### config.mk
export PLATFORM = sky130hd
export DESIGN_NAME = reg_file_sb
export DESIGN_NICKNAME = d
export VERILOG_FILES = /design/src/rtl/reg_file_sb.sv
export SDC_FILE = /design/constraint.sdc
export NUM_CORES = 2
export LEC_CHECK = 0
export ABC_CLOCK_PERIOD_IN_PS = 3200
export BUFFER_PORTS_ARGS = -buffer_cell sky130_fd_sc_hd__buf_2
export CORE_ASPECT_RATIO = 2
export CORE_MARGIN = 2
export CORE_UTILIZATION = 40
export CTS_CLUSTER_SIZE = 20
export DETAILED_ROUTE_END_ITERATION = 10
export PLACE_DENSITY = 0.53
export RECOVER_POWER = 50
export SKIP_LAST_GASP = 1
export SYNTH_ARGS = -nofsm -noshare
export SYNTH_HDL_FRONTEND = slang
export SYNTH_SLANG_ARGS = --single-unit
export TNS_END_PERCENT = 100
### constraint.sdc
create_clock -name clk -period 3.2 [get_ports clk]
set_clock_uncertainty 0.05 [all_clocks]
set_input_delay 0.48 -clock clk [delete_from_list [all_inputs] [get_ports clk]]
set_output_delay 0.48 -clock clk [all_outputs]
set_load 0.02 [all_outputs]
### src/rtl/reg_file_sb.sv
// Multi-ported register file with a per-register busy (scoreboard) bit.
// Reads are combinational with write-through bypass; reservations mark registers as awaiting a producer.
module reg_file_sb #(
    parameter int DATA_W   = 32,
    parameter int ADDR_W   = 5,
    parameter int NUM_RD   = 2,
    parameter int ZERO_REG = 1
) (
    input  logic                     clk,
    input  logic                     rst_n,
    input  logic [NUM_RD*ADDR_W-1:0] RdAddr,
    output logic [NUM_RD*DATA_W-1:0] RdData,
    output logic [NUM_RD-1:0]        RdBusy,
    input  logic                     WrEn,
    input  logic [ADDR_W-1:0]        WrAddr,
    input  logic [DATA_W-1:0]        WrData,
    input  logic                     RsvEn,
    input  logic [ADDR_W-1:0]        RsvAddr,
    output logic                     RsvConflict,
    output logic [ADDR_W:0]          PendCnt
);

    localparam int DEPTH   = 2 ** ADDR_W;
    localparam bit HasZero = (ZERO_REG != 0);

    logic [DATA_W-1:0] regs [DEPTH];
    logic [DEPTH-1:0]  busy;
    logic [DEPTH-1:0]  busyNext;
    logic [ADDR_W:0]   pendNext;

    logic wrAct;
    logic rsvAct;
    logic sameAddr;
    logic rsvReject;
    logic rsvInc;
    logic wrDec;

    // Accesses to a hardwired zero register are dropped here, so nothing downstream sees them.
    // Writes are also masked during reset so the bypass cannot leak data while rst_n is low.
    assign wrAct     = WrEn && rst_n && !(HasZero && (WrAddr == '0));
    assign rsvAct    = RsvEn && !(HasZero && (RsvAddr == '0));
    assign sameAddr  = wrAct && rsvAct && (WrAddr == RsvAddr);
    assign rsvReject = rsvAct && busy[RsvAddr] && !sameAddr;
    assign rsvInc    = rsvAct && !busy[RsvAddr];
    assign wrDec     = wrAct && busy[WrAddr] && !sameAddr;

    // The write clears first so a same-address reservation leaves the bit set.
    always_comb begin
        busyNext = busy;
        if (wrAct) begin
            busyNext[WrAddr] = 1'b0;
        end
        if (rsvAct && !rsvReject) begin
            busyNext[RsvAddr] = 1'b1;
        end
    end

    always_comb begin
        pendNext = PendCnt;
        case ({rsvInc, wrDec})
            2'b10:   pendNext = PendCnt + (ADDR_W+1)'(1);
            2'b01:   pendNext = PendCnt - (ADDR_W+1)'(1);
            default: pendNext = PendCnt;
        endcase
    end

    always_ff @(posedge clk or negedge rst_n) begin
        if (!rst_n) begin
            for (int k = 0; k < DEPTH; k++) begin
                regs[k] <= '0;
            end
            busy        <= '0;
            PendCnt     <= '0;
            RsvConflict <= 1'b0;
        end else begin
            if (wrAct) begin
                regs[WrAddr] <= WrData;
            end
            busy        <= busyNext;
            PendCnt     <= pendNext;
            RsvConflict <= rsvReject;
        end
    end

    for (genvar i = 0; i < NUM_RD; i++) begin : gRead
        logic [ADDR_W-1:0] addr;
        logic              isZero;
        logic              isBypass;

        assign addr     = RdAddr[i*ADDR_W +: ADDR_W];
        assign isZero   = HasZero && (addr == '0);
        assign isBypass = wrAct && (WrAddr == addr);

        assign RdData[i*DATA_W +: DATA_W] = isZero   ? '0     :
                                            isBypass ? WrData : regs[addr];
        assign RdBusy[i] = !isZero && !isBypass && busy[addr];
    end

endmodule

==> flow_summary.ini <==
[drt]
avgRoutedWirePerCell_um = 35.6
drcViolationCount = 0
ant_nets = 0
first_pass_iters = 6
vias_per_cell = 6.47
vias = 42633
initialDrtViolationCount = 4060
routed_wl_um = 235000

[run_status]
status = finished with violations
failed_checks = capacitance limit, slew limit, setup timing

[timing]
maxSlewViolCount = 484
slew_headroom_pct = -39.4
grt_setup_unrepaired = yes
fin_crit_sh_pct = 104
worstMarginPinSlew_ns = 2.09
final-hold-violation-count = 0
fin_ws_ns = -0.134
max_freq_ghz = 0.300
setup_viol_count_final = 16
tns_ns = -0.471
min_period_ns = 3.33

[yosys]
postSynth.asyncResetShare_pct = 100
synthFlopType = dfrtp_1
ys_seq_area_share_pct = 45.7
syn_nets = 4312
yosys_warnings = 0
synth.distinct_cells = 67
synth_cells = 4250
ys_ff_latch = 1063
syn_area_sq_mm = 0.0582
synth-edff-count = 0
syn_avg_cell_area_sq_um = 13.7

[clocking]
cts_tree = yes
clk_pin_slew_ns = 0.07
htree_levels = 3
numCtsBuffers = 106
cts_sinks = 1063
clk_path_buf_depth = 3
cts-root-buf = clkbuf_16
clock_latency_ns = 0.75

[floorplan]
core_sq_mm = 0.145
io_pins = 129
die_area_sq_mm = 0.149
dieWidth_um = 274
initial_core_util_pct = 40.2
rows = 198
die_height_um = 543

[final_layout]
finish.utilization_pct = 48.3
layout-drive-gt1-share_pct = 52.2
fillers = 12731
final_nets = 4662
areaGrowthSynthToFinish_pct = 20.1

[place]
port_buffers = 128
hpwl_um = 153000
place.gp.congestion = 0.925

[worst_setup_path]
crit_family = buffers and inverters
critPathMaxFanout = 15
critPathMostFrequentCell = buf_4
cp_slowest_stage_delay_ns = 0.40
path_cells = buf_6, buf_4, nor2b_1, buf_4, a22oi_1, a211o_1, a31oi_2, buf_4, buf_4
critPathKind = in2out
worst_ep_required_time_ns = 2.67
end_kind = output port
critPathBufInv = 5
r2r_cells = 12
slowest_stage = a211o_1
cp.depth = 9
cp.arrival_ns = 2.80
crit_path_start_kind = input pin

[global_routing]
grt_pass1_vias = 43840
grt_pass1_wl_um = 333000
grt_max_degree = 170
antenna_found_initial = 23
grt.overflow.total = 0
track_usage_pct = 31.4

[power_and_ir_drop]
leakage_nw = 31.5
irDropWorstVdd_mv = 0.467
p_per_area_mw_per_mm2 = 546

[flow_run]
max_cap_viol_count = 13

[min_path]
hp-class = in2reg
hold_depth = 2
-- metrics by stage --
| stage | std cells | cell area (sq um) | hold slack [ns] | setup slack, ns | total power, mW |
|---|---|---|---|---|---|
| 5_1_grt | 6590 | 69900 | 0.0424 | -0.167 | 39.6 |
| 6_report | 6592 | 69900 | 0.0448 | -0.134 | 38.2 |
| 2_1_floorplan | 4250 | 58300 | 0.134 | -0.0214 | 21.3 |
| 4_1_cts | 6556 | 69600 | 0.00558 | -0.139 | 38.2 |
| 3_3_place_gp | 6336 | 65000 | 0.327 | -0.466 | 24.3 |
| 3_5_place_dp | 6336 | 65000 | 0.333 | -0.407 | 24.5 |
-- state kept, by name, indices dropped and copies added (netlist names) --
register	count
regs	1024
RsvConflict	1
busy	32
PendCnt	6
-- placed cells by master, fill, tap and decap left out, types with 56 or more instances in the layout --
cell	n
dfrtp_1	1063
mux2_2	1028
buf_4	422
mux4_2	366
mux2i_1	336
clkbuf_16	109
o22ai_1	108
buf_12	104
nand2_1	102
buf_2	79
nand3_1	56
-- where the power goes --
part	leakage [nW]	total (mW)	switching, mW	internal [mW]
Clock	1.79	13.4	5.90	7.52
Sequential	14.1	16.6	1.36	15.2
Combinational	15.6	8.17	3.90	4.27
-- synthesized netlist by cell type, types with 34 or more instances --
cell      count  area (sq um)
buf_1        57           214
nand3_1      59           295
a22oi_1      62           465
nor2_1       69           259
nand2_1     109           409
a21oi_1      40           200
dfrtp_1    1063         26600
a32o_1       34           340
o221ai_1     37           324
mux2_2     1031         11600
nor3_1       46           230
mux4_2      366          8240
o22ai_1     117           732
a221oi_1     71           622
clkbuf_1    248           931
buf_2       141           706
mux2i_1     336          3360
-- per-layer routing --
metal	global-route usage [%]	part of all wire, %	vias to the layer above
met5	0	0.027	-
met4	15.0	5.8	10
met3	6.00	7.6	618
met2	50.9	48	2130
met1	40.3	39	22784
li1	-	-	17091
-- path summary, 6_finish.rpt --
check / startpoint / slack (ns) / endpoint
worst max-delay path: RdAddr[9] / -0.13 / RdData[46]
worst max register to register: busy[19]$_DFF_PN0_ / 0.18 / PendCnt[5]$_DFFE_PN0P_
max in group asynchronous: rst_n / 0.48 / regs[714]$_DFFE_PN0P_
min in group asynchronous: rst_n / 0.42 / regs[861]$_DFFE_PN0P_
worst min register to register: regs[993]$_DFFE_PN0P_ / 0.35 / regs[993]$_DFFE_PN0P_
worst min-delay path: WrData[13] / 0.04 / regs[205]$_DFFE_PN0P_
-- area by class of cell --
cell class                 count  area [sq um]  share of cell area, %
sequential                  1063         26600                   38.0
tap                         1900          2380                   3.40
multi-input combinational   2675         30300                   43.3
clock inverter                42           612                  0.875
inverter                      36           135                  0.193
antenna                        8          20.0                 0.0286
clock buffer                 150          3060                   4.37
timing repair buffer         718          6850                   9.79
-- timing repair --
item,4_1_cts,5_1_grt
gates cloned,4,3
endpoints found under the hold margin,15,0
setup buffers,36,30
setup endpoints to repair,59,59
pin swaps,59,45
hold buffers,1,0
resized for setup,144,101
-- logic make-up after synthesis --
family / after synthesis / synth area share [%]
adders and majority gates: 6 / 0.142
xor gates and xnor gates: 20 / 0.301
buffers and inverters: 512 / 3.82
muxes: 1733 / 39.9
and+or+nand+nor: 384 / 3.26
AOI/OAI and AO/OA: 532 / 6.90
DFF: 1063 / 45.7
No activity file was read; power rests on OpenSTA's default activity.
